`config.mk`:
```
export PLATFORM = sky130hd
export DESIGN_NAME = me_frame_sequencer
export DESIGN_NICKNAME = d
export VERILOG_FILES = /design/src/rtl/me_frame_sequencer.sv
export SDC_FILE = /design/constraint.sdc
export NUM_CORES = 1
export LEC_CHECK = 0
export BUFFER_PORTS_ARGS = -buffer_cell sky130_fd_sc_hd__buf_2
export CORE_MARGIN = 3
export CORE_UTILIZATION = 30
export CTS_CLUSTER_SIZE = 25
export DETAILED_ROUTE_END_ITERATION = 7
export GPL_TIMING_DRIVEN = 0
export PLACE_DENSITY = 0.49
export SYNTH_ARGS = -nofsm -noshare
export SYNTH_HDL_FRONTEND = slang
export SYNTH_SLANG_ARGS = --single-unit
```
`constraint.sdc`:
```
create_clock -name clk -period 9.7 [get_ports clk]
set_clock_uncertainty 0.2 [all_clocks]
set_input_delay 0 -clock clk [delete_from_list [all_inputs] [get_ports clk]]
set_output_delay 0 -clock clk [all_outputs]
set_load 0.005 [all_outputs]
```
`src/rtl/me_frame_sequencer.sv`:
```
// Frame-level macroblock scheduler for the hexbs_top motion-estimation engine.
// Sweeps one frame in raster order, queues per-MB results and accumulates frame SAD.
module me_frame_sequencer #(
  parameter int FRAME_WIDTH  = 352,
  parameter int FRAME_HEIGHT = 240,
  parameter int MB_SIZE      = 16,
  parameter int FIFO_DEPTH   = 4,
  parameter int TIMEOUT      = 50000
) (
  input  logic              clk,
  input  logic              rst_n,
  input  logic              start,
  input  logic              abort,
  input  logic [31:0]       frame_start_addr,
  output logic              busy,
  output logic              frame_done,
  output logic              error,
  output logic [31:0]       sad_total,
  output logic              me_start,
  output logic [31:0]       me_frame_start_addr,
  output logic [31:0]       me_mb_x,
  output logic [31:0]       me_mb_y,
  input  logic              me_done,
  input  logic signed [5:0] me_mv_x,
  input  logic signed [5:0] me_mv_y,
  input  logic [15:0]       me_sad,
  output logic              res_valid,
  input  logic              res_ready,
  output logic [31:0]       res_mb_x,
  output logic [31:0]       res_mb_y,
  output logic signed [5:0] res_mv_x,
  output logic signed [5:0] res_mv_y,
  output logic [15:0]       res_sad,
  output logic              res_last
);

  localparam int PW = (FIFO_DEPTH > 1) ? $clog2(FIFO_DEPTH) : 1;
  localparam int CW = $clog2(FIFO_DEPTH + 1);
  localparam logic [31:0] LAST_X   = 32'(FRAME_WIDTH - MB_SIZE);
  localparam logic [31:0] LAST_Y   = 32'(FRAME_HEIGHT - MB_SIZE);
  localparam logic [31:0] MB_STEP  = 32'(MB_SIZE);
  localparam logic [31:0] WD_LIMIT = 32'(TIMEOUT - 1);

  typedef enum logic [1:0] {IDLE, ISSUE, WAIT, FINISH} state_e;

  typedef struct packed {
    logic [31:0]       x;
    logic [31:0]       y;
    logic signed [5:0] mvX;
    logic signed [5:0] mvY;
    logic [15:0]       sad;
    logic              last;
  } entry_t;

  state_e state_q, state_d;

  logic [31:0] addr_q, addr_d;
  logic [31:0] x_q, x_d;
  logic [31:0] y_q, y_d;
  logic [31:0] sad_q, sad_d;
  logic        err_q, err_d;
  logic [31:0] wd_q, wd_d;

  entry_t          mem_q [FIFO_DEPTH];
  logic [PW-1:0]   wrPtr_q, wrPtr_d;
  logic [PW-1:0]   rdPtr_q, rdPtr_d;
  logic [CW-1:0]   count_q, count_d;

  logic   lastMb, spaceAvail, acceptStart, aborting;
  logic   doPush, doPop, timedOut, flush;
  entry_t pushEntry, headEntry;

  function automatic logic [PW-1:0] nextPtr(input logic [PW-1:0] p);
    return (p == PW'(FIFO_DEPTH - 1)) ? '0 : p + PW'(1);
  endfunction

  // Abort outranks both me_done and the watchdog; me_done outranks the watchdog.
  assign lastMb      = (x_q == LAST_X) && (y_q == LAST_Y);
  assign spaceAvail  = count_q < CW'(FIFO_DEPTH);
  assign acceptStart = (state_q == IDLE) && start;
  assign aborting    = abort && (state_q != IDLE);
  assign doPush      = (state_q == WAIT) && me_done && !aborting;
  assign timedOut    = (state_q == WAIT) && !me_done && !aborting && (wd_q == WD_LIMIT);
  assign doPop       = res_valid && res_ready;
  assign flush       = aborting || timedOut;

  always_ff @(posedge clk) begin
    if (!rst_n) begin
      state_q <= IDLE;
    end else begin
      state_q <= state_d;
    end
  end

  always_comb begin
    state_d = state_q;
    if (aborting) begin
      state_d = IDLE;
    end else begin
      case (state_q)
        IDLE:   if (start) state_d = ISSUE;
        ISSUE:  if (spaceAvail) state_d = WAIT;
        WAIT: begin
          if (me_done)       state_d = lastMb ? FINISH : ISSUE;
          else if (timedOut) state_d = IDLE;
        end
        FINISH: if (count_q == '0) state_d = IDLE;
        default: state_d = IDLE;
      endcase
    end
  end

  always_comb begin
    me_start   = (state_q == ISSUE) && spaceAvail;
    busy       = (state_q != IDLE);
    frame_done = (state_q == FINISH) && (count_q == '0) && !abort;
  end

  always_comb begin
    addr_d = addr_q;
    x_d    = x_q;
    y_d    = y_q;
    sad_d  = sad_q;
    err_d  = err_q;
    wd_d   = wd_q;
    if (acceptStart) begin
      addr_d = frame_start_addr;
      x_d    = '0;
      y_d    = '0;
      sad_d  = '0;
      err_d  = 1'b0;
      wd_d   = '0;
    end else begin
      if (me_start) begin
        wd_d = '0;
      end else if (state_q == WAIT) begin
        wd_d = wd_q + 32'd1;
      end
      if (doPush) begin
        sad_d = sad_q + {16'd0, me_sad};
        if (x_q == LAST_X) begin
          x_d = '0;
          y_d = y_q + MB_STEP;
        end else begin
          x_d = x_q + MB_STEP;
        end
      end
      if (timedOut) err_d = 1'b1;
    end
  end

  always_ff @(posedge clk) begin
    if (!rst_n) begin
      addr_q <= '0;
      x_q    <= '0;
      y_q    <= '0;
      sad_q  <= '0;
      err_q  <= 1'b0;
      wd_q   <= '0;
    end else begin
      addr_q <= addr_d;
      x_q    <= x_d;
      y_q    <= y_d;
      sad_q  <= sad_d;
      err_q  <= err_d;
      wd_q   <= wd_d;
    end
  end

  assign pushEntry = '{x: x_q, y: y_q, mvX: me_mv_x, mvY: me_mv_y, sad: me_sad, last: lastMb};

  // Only one search is outstanding and ISSUE waits for space, so a push never overflows.
  always_comb begin
    wrPtr_d = wrPtr_q;
    rdPtr_d = rdPtr_q;
    count_d = count_q;
    if (flush) begin
      wrPtr_d = '0;
      rdPtr_d = '0;
      count_d = '0;
    end else begin
      if (doPush) wrPtr_d = nextPtr(wrPtr_q);
      if (doPop)  rdPtr_d = nextPtr(rdPtr_q);
      if (doPush && !doPop) begin
        count_d = count_q + CW'(1);
      end else if (!doPush && doPop) begin
        count_d = count_q - CW'(1);
      end
    end
  end

  always_ff @(posedge clk) begin
    if (!rst_n) begin
      wrPtr_q <= '0;
      rdPtr_q <= '0;
      count_q <= '0;
      for (int i = 0; i < FIFO_DEPTH; i++) begin
        mem_q[i] <= '0;
      end
    end else begin
      wrPtr_q <= wrPtr_d;
      rdPtr_q <= rdPtr_d;
      count_q <= count_d;
      if (doPush) mem_q[wrPtr_q] <= pushEntry;
    end
  end

  assign headEntry = mem_q[rdPtr_q];

  assign res_valid           = (count_q != '0);
  assign res_mb_x            = headEntry.x;
  assign res_mb_y            = headEntry.y;
  assign res_mv_x            = headEntry.mvX;
  assign res_mv_y            = headEntry.mvY;
  assign res_sad             = headEntry.sad;
  assign res_last            = headEntry.last;
  assign error               = err_q;
  assign sad_total           = sad_q;
  assign me_frame_start_addr = addr_q;
  assign me_mb_x             = x_q;
  assign me_mb_y             = y_q;

endmodule

```
# After elaboration in Yosys (flattened, before gate mapping)
# Memories as Yosys holds them, arrays and structs flattened. A register that Yosys moved wholly into a read port is not among the register bits.
# Index checks and enable logic that the tools add are counted.
# word_totals
register_bits	170
latchBits	0
ramBits	372
rom_bits	0
word_cells	86
memories	1
# classes
n_addsub	8
multipliers	0
n_div	0
order_cmp	1
eq_ne	12
n_shift	0
n_mux	21
bitwise_logic	1
reduce_logical	32
# memory_table
memory	depth	width	rd	rd_clocked_by_memory_dff	wr	line_no	source
mem_q	4	93	1	1	4	64	entry_t mem_q [FIFO_DEPTH];
# op_table
operator	n
$mux 93	1
$reduce_or 93->1	1
$add 32x5->32 const B	2
$add 32x1->32 const B	1
$add 32x16->32	1
$eq 32x16->1 const B	1
$eq 32x8->1 const B	1
$eq 32x9->1 const B	1
$mux 32	1
$mux 2	11
$logic_and 1x1->1	14
$eq 2x2->1 const B	4
$pmux 2 s4	1
$mux 3	2
$ne 2x2->1 const B	3
$reduce_or 2->1	3
$logic_not 1->1	5
$mux 1	5
$add 2x1->2 const B	2
$reduce_and 4->1	1
$reduce_bool 2->1	2
$add 3x1->3 const B	1
$logic_not 3->1	1
$lt 3x3->1 const B	1
other kinds (9)	9

# Longest topological paths before layout
# Gate-level depths: netlist of the first run.
# logic_depth
word_depth	9
mapped_depth	15
depth_no_buf	10

# Worst setup path after synthesis of the first run
# No wires, ideal clock.
# synth_path
kind	register to register
from	reg state_q[1]
to	mem mem_q[2][0] (netlist bit), enable pin
setup_ns	0.459
t_arrival_ns	3.666
t_required_ns	9.041
slack_ns	5.375
path_stages_with_launch	10
synth_period_minus_slack_ns	4.325
cell_sequence	dfxtp_1 > buf_4 > nor2b_2 > buf_4 > nand3b_4 > clkinv_2 > nand2_2 > nor3b_2 > clkbuf_1 > nand2b_1
# synth_lines
item	line_no	source
from (decl)	55	state_e state_q, state_d;
from (signal assigned)	91	state_q <= state_d;
to (decl)	64	

==> metrics.md, run 1 <==
| Metric | Value |
|---|---|
| Minimum clock period | between 4000 and 5000 ps |
| Finished Core Util | between 30% and 40% |
| Syn avg cell area | about 12 µm² |
| IO Pins | 292 |
| Post-synthesis sequential area ratio | roughly three fifths |
| Comb pwr share | about 18% |
| Pint | around 4.1 mW |
| Hold WS | around 37 ps |
| NumNets Final | 2432 |
| 1st-pass router iterations | 5 |
| CTS max path bufs | 3 |
| Core region area | approximately 76000 µm² |
| Global placement routability congestion | ~0.84 |
| Initial antenna violation count | 8 |
| Share of post-route cells with drive strength above 1 | approximately 22% |
| Switching pwr | 1.52 mW |
| Die height | about 280 µm |
| Fmax | approximately 230 MHz |
| Synth Area in Compound Gates | 4.41% |
| Crit-path slowest cell | nand2b_4 |
| Worst-margin pin slew | 1110 ps |
| Crit. End Element | flip-flop |
| Antenna-violating nets left | 0 |
| Max incr delay on CP | between 800 and 900 ps |
| WL per Instance | around 21 µm |
| HP Start | me_mv_x[0] |
| Unrepaired setup endpoints after global routing | false |
| Worst path buffer plus inverter count | 5 |
| Dpl hpwl | 49.3 mm |
| Post-Route WL | about 73 mm |
| Top cell by count, worst path | buf_4 |
| Critical path cell sequence | buf_4 -> nor2b_2 -> buf_4 -> nand3b_4 -> clkinv_2 -> nand2_2 -> nor3b_2 -> clkbuf_1 -> nand2b_4 -> buf_16 |
| Netlist Area Pre-Place | 23200 µm² |
| Vias in the first global route | 17100 |
| Leak | approximately 11 nW |
| Commonest non-fill, non-tap cell in the layout | edfxtp_1 |
| Worst path required time | 9780 ps |
| Period utilisation layout | 44.3% |
| Max Slew Vio Count | 0 |
| Netlist cell types | between 70 and 80 |
| Most frequent cells in the layout | edfxtp_1, buf_2, and2_1 |
| Initial core utilization | a little under a third |
| Worst VDD drop | about 0.14 mV |
| Latest clock arrival within the worst-skew pair | roughly 600 ps |
| Final hold violations | 0 |
| Setup CP Type | flip-flop to flip-flop |
| Area growth, synth to finish | 24.7% |
| Crit path launch type | flip-flop |
| R2R Path Start | state_q[1] |
| Chip Width | 284 µm |
| Adder-Cell Fraction of Synth Area | 1.47% |
| Critical path origin | state_q[1] |
| Worst path arrival time | about 4400 ps |
| Largest family of logic cells by synthesized area | simple AND/OR/NAND/NOR gates |
| H-tree depth | 2 |
| Initial DRC Count | about 900 |
| Main synth FF type | edfxtp_1 |
| TritonCTS clock tree | yes |
| Outcome | complete, no violations |
| Clock buffer count from CTS | 56 |
| Clk pwr share | about two fifths |
| Pin count of the biggest net entering global routing | 48 |
| Port buffer count | 278 |
| Clk root buf | clkbuf_16 |
| Clk slew on worst S/H paths | 60 ps |
| Global-route wire length before repair | about 110 mm |
| Cells after Synth | between 1500 and 2000 |
| DIE AREA | a little over 80000 µm² |
| Worst hold path class | input pin to flip-flop |
| Gr ovfl total | 0 |
| Slew HR | around a quarter |
| Final TNS setup | 0 ps |
| Std cell rows | between 100 and 150 |
| Post-synthesis mux area share | a little under a tenth |
| Max Cap Viol | 0 |
| Overall power | 5.58 mW |
| Sequential share of power | 44.1% |
| Post-synth EDFFs | between 300 and 400 |
| Critical path fanouts, max | 46 |
| Number of synthesized register bits | 508 |
| P per Cell Area | approximately 190 nW/µm² |
| Post-synthesis simple-gate area fraction | about 20% |
| Xor/xnor share of the synthesized area | 2.87% |
| GRT Resource Usage Total | 17.6% |
| Vias/cell | 4.82 |
| Total number of yosys warnings | 0 |
| Total number of vias | ~16000 |
| Async SR Flop Fraction | 0% |
| Final Setup Violations | 0 |
| TritonCTS sink count | between 500 and 600 |
| Switching portion of total power | a little over a quarter |
| DRC errors left | 0 |
| CP top delay family | simple AND/OR/NAND/NOR gates |
==> worst min-delay path, cell delays in order <==
cell and delay (ps):
dlygate4sd3_1 520, buf_2 110, and2_1 110
==> sequential cells by signal (all words and copies together), names as in the netlist, named ones only <==
register / count
mem_q: 344
count_q: 3
error: 1
me_frame_start_addr: 32
sad_total: 32
me_mb_x: 28
wd_q: 32
state_q: 2
wrPtr_q: 2
rdPtr_q: 2
me_mb_y: 28
==> worst paths after layout <==
check             depth (start not counted)  slack [ps]                 endpoint
setup / recovery                         10        5400             mem_q[2][11]
hold / removal                            3          40             mem_q[1][23]
setup reg to reg                         10        5400             mem_q[2][11]
hold reg to reg                           2         270  me_frame_start_addr[14]
==> power by group through the flow <==
| stage | Combinational (mW) | Clock (mW) | Sequential, mW |
|---|---|---|---|
| 2_1_floorplan | 0.566 | 0 | 2.50 |
| 4_1_cts | 1.02 | 2.19 | 2.46 |
| 3_3_place_gp | 0.968 | 0 | 2.52 |
| 3_5_place_dp | 0.981 | 0 | 2.51 |
| 6_report | 0.991 | 2.13 | 2.46 |
| 5_1_grt | 1.09 | 2.27 | 2.47 |
==> through the flow <==
stage               instances  worst slack [ps]  area, µm²
floorplan                1899              5370      23300
global placement         3207              1940      25900
detailed placement       3211              5270      26100
CTS                      3418              5260      28900
global route             3420              5170      28900
finish                   3420              5400      28900
==> repair_timing <==
| item | in CTS | in global routing |
|---|---|---|
| endpoints found under the hold margin | 190 | 0 |
| resized for setup | 0 | 0 |
| hold buffers | 101 | 0 |
| buffers inserted | 0 | 0 |
==> cells by family (layout without fill, tap and decap cells) <==
group	after synthesis	after routing
flops	508	508
simple gates	848	848
fa+ha+maj	26	26
other cells	1	18
mux	107	107
xor+xnor	76	76
compound gates	151	151
buf+inv	167	656
==> per-layer routing <==
metal / wire [µm] / up-vias / global-route usage, %
met5: 12 / - / 0
met4: 1550 / 2 / 4.19
met3: 4010 / 89 / 3.64
met2: 34900 / 443 / 29.9
met1: 32000 / 8220 / 23.2
li1: - / 7736 / -
==> synthesized netlist by cell type (all sizes together), types with 11 or more instances <==
master	number	area [µm²]
o21ai	27	135
xnor2	27	236
a21boi	33	248
and4	11	96.3
inv	17	63.8
edfxtp	344	10300
and2	249	1560
dfxtp	164	3280
nor2	129	484
clkbuf	89	337
nor3	24	136
nor4	33	240
nand3	46	240
mux4	86	1940
a21oi	32	160
nand2	165	622
nand2b	27	169
nand4	36	240
mux2i	20	200
ha	24	300
buf	60	345
and3	88	551
xor2	49	429
==> area by class of cell <==
cell class | instances | area, µm²
fill | 7526 | 47400
sequential | 508 | 13600
multi-input combinational | 1224 | 8920
timing repair buffer | 383 | 2510
clock buffer | 73 | 1550
tap | 1030 | 1290
buffer | 149 | 682
clock inverter | 33 | 292
inverter | 18 | 68.8
antenna | 2 | 5.00
No activity file was read; power rests on OpenSTA's default activity.
==> run 2, diff against run 1 <==
==> constraint.sdc (replaced) <==
create_clock -name clk -period 4.45 [get_ports clk]
set_clock_uncertainty 0.2 [all_clocks]
set_input_delay 0 -clock clk [delete_from_list [all_inputs] [get_ports clk]]
set_output_delay 0 -clock clk [all_outputs]
set_load 0.005 [all_outputs]
==> metrics.md, run 2 (synthesis results as in run 1) <==
| Metric | Value |
|---|---|
| Share of post-route cells with drive strength above 1 | 22.3% (about the same) |
| DRC errors left | 0 (unchanged) |
| Final Setup Violations | 0 (unchanged) |
| Critical path fanouts, max | 47 (was 46) |
| Most frequent cells in the layout | edfxtp_1, buf_2, and2_1 (unchanged) |
| CTS resizes | 0 (unchanged) |
| Switching pwr | 3.31 mW (was 1.52 mW) |
| Global placement routability congestion | 0.841 (unchanged) |
| Area of the multi-input gates | 8930 µm² (was 8920 µm²) |
| Antenna-violating nets left | 0 (unchanged) |
| Hold WS | 35.6 ps (was 36.9 ps) |
| Crit-path slowest cell | nand2b_4 (unchanged) |
| Top cell by count, worst path | buf_4 (unchanged) |
| Period utilisation layout | 92.6% (was 44.3%) |
| Area occupied by registers | 13600 µm² (unchanged) |
| P per Cell Area | 421 nW/µm² (was 193 nW/µm²) |
| Minimum clock period | 4120 ps (was 4300 ps) |
| Switching portion of total power | 27.2% (about the same) |
| Pint | 8.87 mW (was 4.07 mW) |
| Initial core utilization | 30.4% (unchanged) |
| Final hold violations | 0 (unchanged) |
| Worst hold path class | input pin to flip-flop (unchanged) |
| Latest clock arrival within the worst-skew pair | 620 ps (was 610 ps) |
| Sequential share of power | 44.0% (was 44.1%) |
| Port buffer count | 278 (unchanged) |
| Finished Core Util | 37.9% (about the same) |
| Dpl hpwl | 49.3 mm (unchanged) |
| Crit path launch type | flip-flop (unchanged) |
| CTS max path bufs | 3 (unchanged) |
| Total number of vias | 16500 (about the same) |
| Max reg flops | 344 (unchanged) |
| Slew HR | 25.8% (was 26.2%) |
| # fillers | 7524 (was 7526) |
| Vias in the first global route | 17100 (unchanged) |
| Pin count of the biggest net entering global routing | 48 (unchanged) |
| Overall power | 12.2 mW (was 5.58 mW) |
| IO Pins | 292 (unchanged) |
| Clock buffer count from CTS | 56 (unchanged) |
| Max Slew Vio Count | 0 (unchanged) |
| Commonest non-fill, non-tap cell in the layout | edfxtp_1 (unchanged) |
| H-tree depth | 2 (unchanged) |
| Global-route wire length before repair | 109 mm (unchanged) |
| Worst path arrival time | 4200 ps (was 4380 ps) |
| Chip Width | 284 µm (unchanged) |
| Reg with most FFs | mem_q (unchanged) |
| Worst VDD drop | 0.306 mV (was 0.140 mV) |
| DIE AREA | 80700 µm² (unchanged) |
| Worst-margin pin slew | 1110 ps (about the same) |
| Leak | 11.2 nW (about the same) |
| Outcome | complete, no violations (unchanged) |
| Crit. End Element | flip-flop (unchanged) |
| Initial antenna violation count | 8 (unchanged) |
| Worst path required time | 4530 ps (was 9780 ps) |
| 1st-pass router iterations | 6 (was 5) |
| Unrepaired setup endpoints after global routing | false (unchanged) |
| Clk pwr share | 38.2% (about the same) |
| TritonCTS clock tree | yes (unchanged) |
| Clk slew on worst S/H paths | 60 ps (about the same) |
| Max incr delay on CP | 670 ps (was 820 ps) |
| WL per Instance | 21.2 µm (about the same) |
| Max Cap Viol | 0 (unchanged) |
| Final TNS setup | 0 ps (unchanged) |
| Core region area | 76300 µm² (unchanged) |
| Initial DRC Count | 952 (was 915) |
| Setup slack after layout | 328 ps (was 5400 ps) |
| Std cell rows | 101 (unchanged) |
| GRT Resource Usage Total | 17.6% (unchanged) |
| Post-Route WL | 72.6 mm (was 72.5 mm) |
| NumNets Final | 2433 (was 2432) |
| Comb pwr share | 17.7% (about the same) |
| Clk root buf | clkbuf_16 (unchanged) |
| Critical path cell sequence | buf_4 -> nor2b_2 -> buf_4 -> nand3b_4 -> clkinv_2 -> nand2_2 -> nor3b_2 -> clkbuf_2 -> nand2b_4 -> buf_16 (was buf_4 -> nor2b_2 -> buf_4 -> nand3b_4 -> clkinv_2 -> nand2_2 -> nor3b_2 -> clkbuf_1 -> nand2b_4 -> buf_16) |
| TritonCTS sink count | 508 (unchanged) |
| Gr ovfl total | 0 (unchanged) |
| Area growth, synth to finish | 24.7% (about the same) |
| Die height | 284 µm (unchanged) |
| Dpl ws | 19.6 ps (was 5270 ps) |
| Fmax | 243 MHz (was 233 MHz) |
| Setup CP Type | flip-flop to flip-flop (unchanged) |
| Vias/cell | 4.81 (was 4.82) |
## run 2: changes by cell type in the layout (fill, tap and decap cells not counted), sizes merged
cell	change
nand2b	+1
diode	+1
## run 2: stage by stage
stage	instance area, µm²	std cells
floorplan	23300	1899
global placement	25900	3207
detailed placement	26100	3211
CTS	28900	3418
global route	28900	3421
finish	28900	3422
## run 2: final timing paths
kind                                         startpoint                      end  slack, ps  depth (start not counted)
worst min register to register  me_frame_start_addr[14]  me_frame_start_addr[14]        270                          2
worst min-delay path                         me_mv_x[0]             mem_q[1][23]         40                          3
worst max-delay path                         state_q[1]             mem_q[1][45]        330                         10
worst max register to register               state_q[1]             mem_q[1][45]        330                         10
## run 2: area by class of cell
cell class,instances,share of cell area [%]
sequential,508,47.0
multi-input combinational,1225,30.9
timing repair buffer,383,8.68
clock buffer,73,5.34
tap,1030,4.45
buffer,149,2.36
clock inverter,33,1.01
inverter,18,0.238
antenna,3,0.0259
## run 2: power by group through the flow
stage          logic (mW)  clock network, mW  registers, mW
2_1_floorplan        1.23                  0           5.45
3_3_place_gp         2.11                  0           5.48
3_5_place_dp         2.14                  0           5.47
4_1_cts              2.22               4.78           5.37
5_1_grt              2.37               4.95           5.39
6_report             2.16               4.65           5.36
## run 2: routing by layer
layer / vias up / track usage, % / wire length (µm)
met1: 8164 / 23.2 / 31800
met4: 2 / 4.19 / 1540
met3: 87 / 3.64 / 4300
li1: 7743 / - / -
met2: 457 / 29.9 / 34900
met5: - / 0 / 12
## run 2: repair_timing
| action | CTS | global route |
|---|---|---|
| setup endpoints to repair | 0 | 41 |
| endpoints found under the hold margin | 190 | 0 |
| setup buffers | 0 | 0 |
| hold buffers | 101 | 0 |
## run 2: critical path: cells and delay by family, from the launching register on
family                 cells  cell delay, ps
AND/OR/NAND/NOR            5            1880
flip-flops                 1             300
buffers and inverters      5            1350
==> run 3, diff against run 2 <==
--- a/config.mk
+++ b/config.mk
@@ -6,7 +6,7 @@
 export NUM_CORES = 1
 export LEC_CHECK = 0
 export BUFFER_PORTS_ARGS = -buffer_cell sky130_fd_sc_hd__buf_2
-export CORE_MARGIN = 3
+export CORE_MARGIN = 1.5
 export CORE_UTILIZATION = 30
 export CTS_CLUSTER_SIZE = 25
 export DETAILED_ROUTE_END_ITERATION = 7
==> constraint.sdc (replaced) <==
create_clock -name clk -period 4.9 [get_ports clk]
set_clock_uncertainty 0.2 [all_clocks]
set_input_delay 0 -clock clk [delete_from_list [all_inputs] [get_ports clk]]
set_output_delay 0 -clock clk [all_outputs]
set_load 0.05 [all_outputs]
==> metrics.md, run 3 (synthesis results as in run 1) <==
| Metric | Value |
|---|---|
| Chip Width | 281 µm (was 284 µm) |
| Final TNS setup | 0 ps (unchanged) |
| Port buffer count | 278 (unchanged) |
| Clk slew on worst S/H paths | 60 ps (about the same) |
| Minimum clock period | 4150 ps (was 4120 ps) |
| Area occupied by registers | 13600 µm² (unchanged) |
| Latest clock arrival within the worst-skew pair | 630 ps (was 620 ps) |
| P per Cell Area | 416 nW/µm² (was 421 nW/µm²) |
| H-tree depth | 2 (unchanged) |
| DRC errors left | 0 (unchanged) |
| Outcome | complete, no violations (unchanged) |
| Comb pwr share | 23.9% (was 17.7%) |
| DIE AREA | 79000 µm² (was 80700 µm²) |
| Switching pwr | 3.93 mW (was 3.31 mW) |
| Fmax | 241 MHz (was 243 MHz) |
| Initial core utilization | 30.4% (about the same) |
| Vias in the first global route | 16900 (was 17100) |
| Overall power | 12.1 mW (was 12.2 mW) |
| Std cell rows | 101 (unchanged) |
| Reg2Reg Depth | 10 (unchanged) |
| 1st-pass router iterations | 5 (was 6) |
| CTS resizes | 0 (unchanged) |
| Pin count of the biggest net entering global routing | 52 (was 48) |
| Gr ovfl total | 0 (unchanged) |
| Critical path cell sequence | buf_4 -> nor2b_2 -> buf_4 -> nand3b_4 -> clkinv_2 -> nand2_2 -> nor3b_2 -> clkbuf_1 -> nand2b_4 -> buf_12 (was buf_4 -> nor2b_2 -> buf_4 -> nand3b_4 -> clkinv_2 -> nand2_2 -> nor3b_2 -> clkbuf_2 -> nand2b_4 -> buf_16) |
| Hold Path Cell Cnt | 3 (unchanged) |
| Met2 GRT Util | 30.7% (was 29.9%) |
| Switching portion of total power | 32.5% (was 27.2%) |
| Most frequent cells in the layout | edfxtp_1, buf_2, and2_1 (unchanged) |
| Worst-margin pin slew | 1080 ps (was 1110 ps) |
| Total number of vias | 16500 (about the same) |
| Core region area | 76200 µm² (was 76300 µm²) |
| Worst path arrival time | 4240 ps (was 4200 ps) |
| CP top delay family | simple AND/OR/NAND/NOR gates (unchanged) |
| Crit. End Element | flip-flop (unchanged) |
| Post-Route WL | 71.2 mm (was 72.6 mm) |
| ANT cells | 0 (was 3) |
| Initial antenna violation count | 2 (was 8) |
| M3 GR Usage | 3.52% (was 3.64%) |
| Clock buffer count from CTS | 57 (was 56) |
| Cell Count, Final, Fillers Out | 3427 (was 3422) |
| Sequential share of power | 40.3% (was 44.0%) |
| Worst hold path class | input pin to flip-flop (unchanged) |
| # fillers | 7388 (was 7524) |
| Met1 Track Usage GR | 23.1% (was 23.2%) |
| Commonest non-fill, non-tap cell in the layout | edfxtp_1 (unchanged) |
| Setup CP Type | flip-flop to flip-flop (unchanged) |
| Final Setup Violations | 0 (unchanged) |
| IO Pins | 292 (unchanged) |
| Top cell by count, worst path | buf_4 (unchanged) |
| Final hold violations | 0 (unchanged) |
| Max Cap Viol | 0 (unchanged) |
| Crit-path slowest cell | nor3b_2 (was nand2b_4) |
| Reg with most FFs | mem_q (unchanged) |
| Global placement routability congestion | 0.821 (was 0.841) |
| Max incr delay on CP | 680 ps (was 670 ps) |
| Hold WS | 32.2 ps (was 35.6 ps) |
| Hold buffer count at cts | 108 (was 101) |
| TritonCTS clock tree | yes (unchanged) |
| TritonCTS sink count | 508 (unchanged) |
| Crit path launch type | flip-flop (unchanged) |
| Worst VDD drop | 0.335 mV (was 0.306 mV) |
| GRT Resource Usage Total | 17.9% (was 17.6%) |
| Worst r2r dst | mem_q[2][45] (was mem_q[1][45]) |
| Clk pwr share | 35.8% (was 38.2%) |
| Global-route wire length before repair | 106 mm (was 109 mm) |
| R2R Path Start | state_q[1] (unchanged) |
| Clk root buf | clkbuf_16 (unchanged) |
| Reg2Reg Setup Slack | 750 ps (was 330 ps) |
| Most Crowded Layer GR | met2 (unchanged) |
| Max Slew Vio Count | 0 (unchanged) |
| NumNets Final | 2443 (was 2433) |
| Area of the multi-input gates | 8920 µm² (was 8930 µm²) |
| Initial DRC Count | 1075 (was 952) |
| Worst path buffer plus inverter count | 5 (unchanged) |
| Unrepaired setup endpoints after global routing | false (unchanged) |
| CTS max path bufs | 3 (unchanged) |
| Antenna-violating nets left | 0 (unchanged) |
| Pint | 8.16 mW (was 8.87 mW) |
| Share of post-route cells with drive strength above 1 | 22.3% (about the same) |
| Dpl hpwl | 49.0 mm (was 49.3 mm) |
| Leak | 11.3 nW (was 11.2 nW) |
| WHS Endpoint | mem_q[0][25] (was mem_q[1][23]) |
| Max reg flops | 344 (unchanged) |
| WL per Instance | 20.8 µm (was 21.2 µm) |
| Placed Cells incl. Taps | 3214 (was 3211) |
| Post-CTS Setup Inserts | 0 (unchanged) |
| Slew HR | 27.2% (was 25.8%) |
| HP Start | me_mv_x[2] (was me_mv_x[0]) |
| Area growth, synth to finish | 25.4% (was 24.7%) |
| Critical path fanouts, max | 31 (was 47) |
| Worst path required time | 4990 ps (was 4530 ps) |
| Period utilisation layout | 84.6% (was 92.6%) |
| Vias/cell | 4.82 (was 4.81) |
| Die height | 281 µm (was 284 µm) |
## run 3: changes by cell type in the layout (fill, tap and decap cells not counted), sizes merged
| cell | change |
|---|---|
| dlygate4sd3 | +7 |
| nand2b | -1 |
| clkinv | -8 |
| buf | +3 |
| diode | -3 |
| clkbuf | +9 |
| clkinvlp | -3 |
| bufinv | +1 |
## run 3: worst max-delay path by stage
stage                from           end  slack (ps)  cells past startpoint
2_1_floorplan  state_q[1]   mem_q[2][0]         570                      9
6_report       state_q[1]  mem_q[2][45]         750                     10
4_1_cts        state_q[1]  mem_q[2][45]         690                     10
3_3_place_gp   state_q[1]  mem_q[2][19]       -2870                      9
3_5_place_dp   state_q[1]  mem_q[2][46]         700                     10
5_1_grt        state_q[1]  mem_q[2][46]         570                     10
## run 3: through the flow
stage	worst slack, ps	util, %	instance area (µm²)
after floorplan	575	-	23300
after global placement	-2870	34.0	25900
after detailed placement	703	34.3	26100
after CTS	685	38.2	29100
after global routing	573	38.2	29100
final	752	38.2	29100
## run 3: metal layers
metal | up-vias | share of wire [%] | wire (µm)
li1 | 7746 | - | -
met1 | 8246 | 43 | 30900
met2 | 430 | 49 | 34800
met3 | 88 | 5.3 | 3790
met4 | 2 | 2.3 | 1650
met5 | - | 0.0098 | 7
## run 3: worst min-delay path, cell delays in order
cell,delay [ps]
dlygate4sd3_1,520
buf_2,120
and2_1,110
## run 3: layout make-up
| class | instances | share of cell area (%) |
|---|---|---|
| Tap cell | 1030 | 4.43 |
| Inverter | 18 | 0.237 |
| Timing Repair Buffer | 393 | 9.03 |
| Multi-Input combinational cell | 1224 | 30.7 |
| Clock buffer | 82 | 5.47 |
| Buffer | 149 | 2.34 |
| Clock inverter | 23 | 1.00 |
| Sequential cell | 508 | 46.8 |
## run 3: power groups by stage
stage	registers (mW)	clock network (mW)	logic, mW
CTS	4.87	4.43	2.94
floorplan	5.12	0	1.89
global route	4.90	4.58	3.07
finish	4.87	4.32	2.89
global placement	4.98	0	2.82
detailed placement	4.96	0	2.86
